===== config.mk =====
export PLATFORM = sky130hd
export DESIGN_NAME = cypher_stream_ctrl
export DESIGN_NICKNAME = d
export VERILOG_FILES = /design/src/rtl/cypher_pkg.sv /design/src/rtl/cypher_lfsr.sv /design/src/rtl/cypher_stream_ctrl.sv
export SDC_FILE = /design/constraint.sdc
export NUM_CORES = 1
export LEC_CHECK = 0
export CELL_PAD_IN_SITES_DETAIL_PLACEMENT = 2
export CELL_PAD_IN_SITES_GLOBAL_PLACEMENT = 2
export CORE_MARGIN = 5
export CORE_UTILIZATION = 36
export DETAILED_ROUTE_END_ITERATION = 6
export GPL_ROUTABILITY_DRIVEN = 0
export GPL_TIMING_DRIVEN = 0
export PLACE_DENSITY_LB_ADDON = 0.1
export SLEW_MARGIN = 25
export SYNTH_ARGS = -nofsm -noshare
export SYNTH_HDL_FRONTEND = slang
export SYNTH_HIERARCHICAL = 1
export SYNTH_SLANG_ARGS = --single-unit
export TNS_END_PERCENT = 1

===== constraint.sdc =====
create_clock -name clk -period 3.7 [get_ports clk]
set_input_delay 0.555 -clock clk [delete_from_list [all_inputs] [get_ports clk]]
set_output_delay 0.555 -clock clk [all_outputs]
set_load 0.005 [all_outputs]

===== src/rtl/cypher_pkg.sv =====
// rtl/cypher_pkg.sv - shared types, constants and LFSR step function for the keystream cipher
package cypher_pkg;

   localparam int LFSR_W = 8;
   localparam logic [LFSR_W-1:0] KEY_DEFAULT = 8'h9D;

   typedef enum logic [1:0] {
      IDLE  = 2'd0,
      WARM  = 2'd1,
      RUN   = 2'd2,
      FLUSH = 2'd3
   } state_e;

   // xnor feedback keeps the all-zero seed out of the lock-up state
   function automatic logic [LFSR_W-1:0] lfsr_next(input logic [LFSR_W-1:0] q);
      return {q[LFSR_W-2:0], ~(q[0] ^ q[LFSR_W-1])};
   endfunction

endpackage


===== src/rtl/cypher_lfsr.sv =====
// rtl/cypher_lfsr.sv - 8-bit xnor-feedback LFSR with step enable and sync clear
module cypher_lfsr
   import cypher_pkg::*;
(
   input  logic              clk,
   input  logic              reset,
   input  logic              clr_i,
   input  logic              step_i,
   output logic [LFSR_W-1:0] q_o
);

   logic [LFSR_W-1:0] q_q;
   logic [LFSR_W-1:0] q_d;

   // clear has priority so a new frame always starts from the zero seed
   always_comb begin
      q_d = q_q;
      if (clr_i) begin
         q_d = '0;
      end else if (step_i) begin
         q_d = lfsr_next(q_q);
      end
   end

   // state register
   always_ff @(posedge clk or negedge reset) begin
      if (!reset) begin
         q_q <= '0;
      end else begin
         q_q <= q_d;
      end
   end

   assign q_o = q_q;

endmodule


===== src/rtl/cypher_stream_ctrl.sv =====
// rtl/cypher_stream_ctrl.sv - frame sequencer streaming bytes through the LFSR keystream XOR
module cypher_stream_ctrl
   import cypher_pkg::*;
#(
   parameter logic [7:0] KEY    = KEY_DEFAULT,
   parameter int         WARMUP = 8,
   parameter int         LEN_W  = 8
)
(
   input  logic             clk,
   input  logic             reset,
   input  logic             start,
   input  logic             abort,
   input  logic             mode,
   input  logic [LEN_W-1:0] frame_len,
   input  logic [7:0]       in_data,
   input  logic             in_valid,
   output logic             in_ready,
   output logic [7:0]       out_data,
   output logic             out_valid,
   input  logic             out_ready,
   output logic             busy,
   output logic             done
);

   localparam logic [7:0] WARM_INIT   = 8'(WARMUP);
   localparam state_e     AFTER_START = (WARMUP == 0) ? RUN : WARM;

   state_e           state_q, state_d;
   logic [LEN_W-1:0] rem_q, rem_d;
   logic [7:0]       warm_q, warm_d;
   logic             mode_q, mode_d;
   logic [7:0]       out_data_q, out_data_d;
   logic             out_valid_q, out_valid_d;
   logic             busy_q, busy_d;
   logic             done_q, done_d;

   logic             lfsr_clr;
   logic             lfsr_step;
   logic [7:0]       lfsr_q;
   logic [7:0]       ks;
   logic             in_ready_c;
   logic             accept;

   cypher_lfsr u_lfsr (
      .clk    (clk),
      .reset  (reset),
      .clr_i  (lfsr_clr),
      .step_i (lfsr_step),
      .q_o    (lfsr_q)
   );

   assign ks = lfsr_q ^ KEY;

   // single output register: a new byte may enter whenever the current one leaves
   always_comb begin
      in_ready_c = (state_q == RUN) && (!out_valid_q || out_ready);
   end

   assign accept = in_valid && in_ready_c;

   // next-state, counters, output register and LFSR control
   always_comb begin
      state_d     = state_q;
      rem_d       = rem_q;
      warm_d      = warm_q;
      mode_d      = mode_q;
      out_data_d  = out_data_q;
      out_valid_d = out_valid_q;
      done_d      = 1'b0;
      lfsr_clr    = 1'b0;
      lfsr_step   = 1'b0;

      if (abort) begin
         // LFSR is left alone; the next start re-seeds it anyway
         state_d     = IDLE;
         out_valid_d = 1'b0;
      end else begin
         case (state_q)
            IDLE: begin
               if (start) begin
                  if (frame_len == '0) begin
                     done_d = 1'b1;
                  end else begin
                     mode_d   = mode;
                     rem_d    = frame_len;
                     warm_d   = WARM_INIT;
                     lfsr_clr = 1'b1;
                     state_d  = AFTER_START;
                  end
               end
            end

            WARM: begin
               lfsr_step = 1'b1;
               warm_d    = warm_q - 8'd1;
               if (warm_q == 8'd1) begin
                  state_d = RUN;
               end
            end

            RUN: begin
               if (accept) begin
                  out_data_d  = mode_q ? (in_data ^ ks) : in_data;
                  out_valid_d = 1'b1;
                  lfsr_step   = 1'b1;
                  rem_d       = rem_q - LEN_W'(1);
                  if (rem_q == LEN_W'(1)) begin
                     state_d = FLUSH;
                  end
               end else if (out_valid_q && out_ready) begin
                  out_valid_d = 1'b0;
               end
            end

            FLUSH: begin
               if (!out_valid_q || out_ready) begin
                  out_valid_d = 1'b0;
                  state_d     = IDLE;
                  done_d      = 1'b1;
               end
            end

            default: begin
               state_d = IDLE;
            end
         endcase
      end

      busy_d = (state_d != IDLE);
   end

   // registered state, counters and outputs
   always_ff @(posedge clk or negedge reset) begin
      if (!reset) begin
         state_q     <= IDLE;
         rem_q       <= '0;
         warm_q      <= '0;
         mode_q      <= 1'b0;
         out_data_q  <= '0;
         out_valid_q <= 1'b0;
         busy_q      <= 1'b0;
         done_q      <= 1'b0;
      end else begin
         state_q     <= state_d;
         rem_q       <= rem_d;
         warm_q      <= warm_d;
         mode_q      <= mode_d;
         out_data_q  <= out_data_d;
         out_valid_q <= out_valid_d;
         busy_q      <= busy_d;
         done_q      <= done_d;
      end
   end

   assign in_ready  = in_ready_c;
   assign out_data  = out_data_q;
   assign out_valid = out_valid_q;
   assign busy      = busy_q;
   assign done      = done_q;

endmodule


# [Word-level counts from Yosys, hierarchy flattened]
# Index checks and enable logic that the tools add are counted.
[totals] regBits=38 latch_bits=0 mem_bits_rw=0 romBits=0 inputBits=23 out_inout_bits=12 wordCells=79 memories=0
[op_classes] addsub=2 mul=0 n_div=0 order_cmp=0 eq_ne=10 shifts=0 muxes=35 bitwise=6 n_reduce_logical=17
[ops] cell="two-way mux 8 bit" count=8
[ops] cell="one-hot mux 8 bit (2 select lines)" count=2
[ops] cell="equality test 8 x 1 -> 1 bit (second input constant)" count=2
[ops] cell="subtractor 8 x 1 -> 8 bit (second input constant)" count=2
[ops] cell="two-way mux 1 bit" count=14
[ops] cell="two-way mux 2 bit" count=7
[ops] cell="logical NOT 8 bit" count=1
[ops] cell="one-hot mux 2 bit (4 select lines)" count=1
[ops] cell="AND reduction 4 bit" count=2
[ops] cell="nonzero test 2 bit" count=4
[ops] cell="bitwise XOR 8 bit" count=1
[ops] cell="!= test 2 bit (second input constant)" count=3
[ops] cell="one-hot mux 1 bit (2 select lines)" count=3
[ops] cell="AND reduction 3 bit" count=2
[ops] cell="NOT 5 bit" count=1
[ops] cell="AND reduction 5 bit" count=1
[ops] cell="equality test 2 bit (second input constant)" count=2
[ops] cell="!= test 4 x 3 -> 1 bit (second input constant)" count=1
[ops] cell="logical AND 1 bit" count=3
[ops] cell="!= test 3 bit (second input constant)" count=1
[ops] cell="NOT 1 bit" count=3
[ops] cell="nonzero test 3 bit" count=1
[ops] cell="equality test 2 x 1 -> 1 bit (second input constant)" count=1
[ops] cell="logical NOT 2 bit" count=1
[ops] cell="other kinds (3)" count=3

# [Logic depth before layout (Yosys ltp)]
[depth] depth_word=9 mapped_depth=10 mapped_depth_nobuf=8

# [By module]
# The synthesis kept the hierarchy.
[by_module_without_submodules] module="cypher_stream_ctrl" instances=1 cells_per_inst=214 area_per_inst_um2=1971.9 seq_area_each_um2=750.7
[by_module_without_submodules] module="cypher_lfsr" instances=1 cells_per_inst=28 area_per_inst_um2=345.3 seq_area_each_um2=200.2

# [Worst setup path after synthesis]
# OpenSTA, ideal clock, no wires.
[synth_timing] path_type="register to register" from="register state_q[0]" to="register u_lfsr.q_q[0], in the netlist u_lfsr/q_o[0]" setup_time_ps=125 t_arrival_ps=1850 required_ps=3575 setup_slack_ps=1725 stages_incl_launch_ff=11 path_buffers=2 period_less_slack_ps=1975 cell_sequence="dfrtp_1 > inv_1 > ha_1 > buf_2 > nand2_1 > nor2_1 > nor2_1 > nor3b_1 > buf_6 > and2b_1 > mux2_4"
[synth_between] elab_chain_len=7 word_cells_on_any_way=12 classes_between="2 x eq/ne; 6 x mux; 4 x reduce/logical"
[synth_rtl] element="start: declaration" line="cypher_stream_ctrl.sv:29" source="state_e state_q, state_d;"
[synth_rtl] element="start signal: assignment" line="cypher_stream_ctrl.sv:145" source="state_q <= state_d;"
[synth_rtl] element="equality test 2 bit" line="cypher_stream_ctrl.sv:57, cypher_stream_ctrl.sv:79"
[synth_rtl] element="logical AND 1 bit" line="cypher_stream_ctrl.sv:57" source="in_ready_c = (state_q == RUN) && (!out_valid_q || out_ready);"
[synth_rtl] element="logical AND 1 bit" line="cypher_stream_ctrl.sv:60" source="assign accept = in_valid && in_ready_c;"
[synth_rtl] element="two-way mux 1 bit" line="cypher_stream_ctrl.sv:103" source="if (accept) begin"
[synth_rtl] element="one-hot mux 1 bit (2 select lines) *" line="cypher_stream_ctrl.sv:79" source="case (state_q)"
[synth_rtl] element="two-way mux 1 bit *" line="cypher_stream_ctrl.sv:74" source="if (abort) begin"
[synth_rtl] element="via lfsr_step" line="cypher_stream_ctrl.sv:39" source="logic lfsr_step;"
[synth_rtl] element="nonzero test 2 bit (no line) *"
[synth_rtl] element="end signal: assignment" line="cypher_lfsr.sv:30" source="q_q <= q_d;"
[synth_rtl] element="end: declaration" line="cypher_lfsr.sv:12" source="logic [LFSR_W-1:0] q_q;"
# The timed path passes the listed nets; every way through them passes the cells marked *.
# A chain may end at the register's enable or synchronous reset.

# [Final worst setup path]
[layout_timing] from="register state_q[0]" to="output in_ready"
[layout_between] elab_chain_len=2
[layout_rtl] element="equality test 2 bit" line="cypher_stream_ctrl.sv:57"
[layout_rtl] element="logical AND 1 bit" line="cypher_stream_ctrl.sv:57"
[layout_rtl] element="end: declaration" line="cypher_stream_ctrl.sv:18" source="output logic in_ready,"
# Every way passes these cells.

==> metrics.log <==
[metrics] CP Launch Type: flop
[metrics] synthesized instance count: 242
[metrics] number of different library cells in the post-synthesis netlist: 56
[metrics] setup ws final: 0.747 ns
[metrics] vertical die dimension: between 90 and 100 µm
[metrics] Final Util: between 40% and 50%
[metrics] Sequential Power Share: 44.0%
[metrics] fraction of final layout cells with drive strength greater than 1: 10.6%
[metrics] First DRT Iteration DRCs: 16
[metrics] Max Fanout on Critical Path: 10
[metrics] RSZ-0062 raised after global routing: no
[metrics] Register-to-Register Path Depth: 8
[metrics] worst slew slack as a fraction of its limit: between 50% and 60%
[metrics] cell with the biggest individual delay on the critical path: sky130_fd_sc_hd__clkdlybuf4s50_1
[metrics] Combinational Power Share: 26.9%
[metrics] endpoint of the worst-slack reg-to-reg timing path: rem_q[1]
[metrics] drt first pass iters: 4
[metrics] number of flops mapped to enable cells by yosys: 0
[metrics] clock buffer depth: 2
[metrics] standby leakage power: 0.00118 µW
[metrics] boundary pin count: 35
[metrics] crit-path max cell delay: 0.53 ns
[metrics] worst min path class: input pin to async pin
[metrics] clock-pin transition on the worst setup and hold timing paths: 0.08 ns
[metrics] CP endpoint: in_ready
[metrics] Cell Pwr Density: 435 nW/µm²
[metrics] remaining global-route overflow: 0
[metrics] fraction of registers with async set/reset: 100%
[metrics] Primary FF master, synth: sky130_fd_sc_hd__dfrtp_1
[metrics] clk_skew: around 0.0042 ns
[metrics] timing startpoint of the critical path: state_q[0]
[metrics] Synth warnings: 6
[metrics] CP arrival: 2.40 ns
[metrics] number of endpoints failing setup at the final stage: 0
[metrics] Row Count: 29
[metrics] source of the worst register-to-register timing path: state_q[0]
[metrics] CTS HTree Levels: 2
[metrics] Via density: 5.55
[metrics] Final Hold Vio Count: 0
[metrics] layout overhead on the synthesized area: 24.4%
[metrics] routed wire length: 6.90 mm
[metrics] Critical Path RT: 3.14 ns
[metrics] number of buffers inserted to repair setup after CTS: 0
[metrics] clock latency of the later-clocked register in the worst-skew pair: just under 0.3 ns
[metrics] cts repair resizes: 0
[metrics] setup slack, reg-to-reg: 1.24 ns
[metrics] instance count on the critical path: 6
[metrics] series of cell instances along the critical path: inv_1, ha_1, buf_2, clkbuf_1, nor2b_1, clkdlybuf4s50_1
[metrics] category of the worst setup path capture point: primary output
[metrics] min Tclk post-route: 2.95 ns
[metrics] sum of net half-perimeters after detailed placement: approximately 5.3 mm
[metrics] worst setup path class: flop to primary output
[metrics] antenna cell count: 0
[metrics] CTS buffer count: 5
[metrics] clock tree from TritonCTS: built
[metrics] cell area reported after detailed placement: 2770 µm²
[metrics] netlist area before placement: 2320 µm²
[metrics] final antenna-violating net count: 0
[metrics] CTS sink cnt: 38
[metrics] first-pass GRT wire length: between 10 and 15 mm
[metrics] number of global-route vias before repair: 2238
[metrics] maximum number of pins on one net before global-route repair: 29
[metrics] Buffers & Inverters on Critical Path: 4
[metrics] count of pins over their slew limit: 0
[metrics] post-route setup TNS: 0 ns
[metrics] DP Worst Slack: 0.951 ns
[metrics] Final nets: 316
[metrics] fin crit share: 79.8%
[metrics] switching power as a share of total power: approximately 32%
[metrics] most frequent standard cell in the layout excluding fill and tap cells: sky130_fd_sc_hd__dfrtp_1
[metrics] Root Buffer Master: sky130_fd_sc_hd__clkbuf_8
[metrics] number of nets in the synthesized netlist: 274
[metrics] reported net switching power: between 400 and 500 µW
[metrics] number of max-cap violations: 0
[metrics] Achievable Freq: 339 MHz
[metrics] number of buffers added to fix hold violations after cts: 0
[metrics] starting density of the core: 36.7%
[metrics] count of state elements after synthesis: 38
[metrics] horizontal die dimension: between 90 and 100 µm
[metrics] kind of cell with the highest combined delay on the critical path: buffers and inverters
[metrics] commonest non-fill, non-tap cells in the layout: sky130_fd_sc_hd__dfrtp_1 (38), sky130_fd_sc_hd__clkdlybuf4s50_1 (33), sky130_fd_sc_hd__nor2_1 (25), sky130_fd_sc_hd__a21oi_1 (20), sky130_fd_sc_hd__inv_1 (15)
[metrics] run status: complete, no violations
[metrics] maximum vdd drop: 0.000154 V
[metrics] worst slew pin tran: slightly above 0.7 ns
[metrics] worst hold-check slack: 0.144 ns
[metrics] average cell area after synthesis: about 9.6 µm²
[metrics] sequential-to-total area share from yosys stat: 41.0%
[metrics] Std-Cell Core Area: 6310 µm²
[metrics] count of fill cells added during filler insertion: 703
[metrics] Internal: 851 µW
[metrics] Wirelength per Cell: 19.1 µm
[metrics] initial antenna violation count: 0
[metrics] number of I/O port buffers: 34
[metrics] DRC viols: 0
[metrics] vias: 2005
[metrics] final design area excluding fillers: 2880 µm²
[metrics] full die area: 8140 µm²
[metrics] power share of the clock group: 29.1%
[metrics] total routing resource utilization after global routing: roughly 17%
final cells by class:
| cell class | instances | area [µm²] | share of cell area, % |
|---|---|---|---|
| sequential | 38 | 951 | 33.0 |
| clock buffer | 6 | 82.6 | 2.87 |
| inverter | 15 | 56.3 | 1.95 |
| multi-input combinational | 178 | 1250 | 43.6 |
| tap | 77 | 96.3 | 3.34 |
| clock inverter | 1 | 30.0 | 1.04 |
| buffer | 11 | 55.1 | 1.91 |
| timing repair buffer | 35 | 355 | 12.3 |
synth_stat cells, drive strengths merged (2+ instances only):
master,count,area [µm²]
nand2b,5,31.3
nor4,4,37.5
or2,2,12.5
o31ai,3,22.5
nand3,5,30.0
mux2,3,41.3
clkbuf,6,23.8
o32ai,2,17.5
a221o,3,30.0
mux2i,12,120
ha,9,113
o21ai,5,36.3
o22ai,3,18.8
a31oi,2,12.5
nor2b,10,62.6
o211ai,2,15.0
nor2,26,100
a21oi,20,100
xor2,3,26.3
dfrtp,38,951
buf,5,31.3
nor3,7,40.0
xnor2,5,43.8
or4,4,37.5
or3,5,31.3
nand2,12,45.0
a41oi,7,61.3
inv,15,56.3
sequential cells by signal, indices dropped and copies added, names as in the netlist:
signal / flops
done: 1
busy: 1
rem_q: 8
out_valid: 1
out_data: 8
mode_q: 1
u_lfsr/q_o: 8
state_q: 2
warm_q: 8
worst reg2reg max path, cell delays in order, from the launching register on:
cell and delay (ns):
sky130_fd_sc_hd__dfrtp_1 0.43, sky130_fd_sc_hd__inv_1 0.14, sky130_fd_sc_hd__ha_1 0.16, sky130_fd_sc_hd__buf_2 0.21, sky130_fd_sc_hd__inv_1 0.12, sky130_fd_sc_hd__o22ai_1 0.58, sky130_fd_sc_hd__and3_1 0.25, sky130_fd_sc_hd__buf_2 0.22
sky130_fd_sc_hd__mux2i_1 0.25
worst min-delay path by stage:
stage / start / end / slack, ns / cells after the start
4_1_cts: reset / warm_q[7] / 0.14 / 1
3_5_place_dp: reset / warm_q[7] / 0.46 / 1
2_1_floorplan: reset / busy / 0.26 / 0
3_3_place_gp: warm_q[4] / warm_q[4] / 0.49 / 1
5_1_grt: reset / warm_q[7] / 0.15 / 1
6_report: reset / warm_q[7] / 0.14 / 1
logic make-up after synthesis:
family          synth area share (%)
compound gates                  18.6
xor+xnor                        3.02
fa+ha+maj                       4.86
buf+inv                         4.81
flops                           41.0
mux                             6.97
simple gates                    20.7
layer usage:
metal / up-vias / wire length, µm / GRT usage (%) / part of all wire (%)
met4: 0 / 51 / 4.59 / 0.74
met1: 1031 / 3130 / 22.3 / 45
li1: 949 / - / - / -
met2: 20 / 3580 / 30.4 / 52
met5: - / 0 / 0 / 0
met3: 5 / 134 / 2.25 / 1.9
per-stage QoR:
| stage | std cells | power [µW] |
|---|---|---|
| floorplan | 242 | 751 |
| global placement | 353 | 876 |
| detailed placement | 354 | 900 |
| CTS | 361 | 1270 |
| global route | 361 | 1330 |
| finish | 361 | 1250 |
power by group through the flow:
stage	Sequential [µW]	Combinational, µW	Clock (µW)
after global placement	551	325	0
final	551	337	365
after floorplan	533	218	0
after global routing	560	381	389
after detailed placement	556	344	0
after CTS	549	345	375
Power figures use the tool's default switching activity.
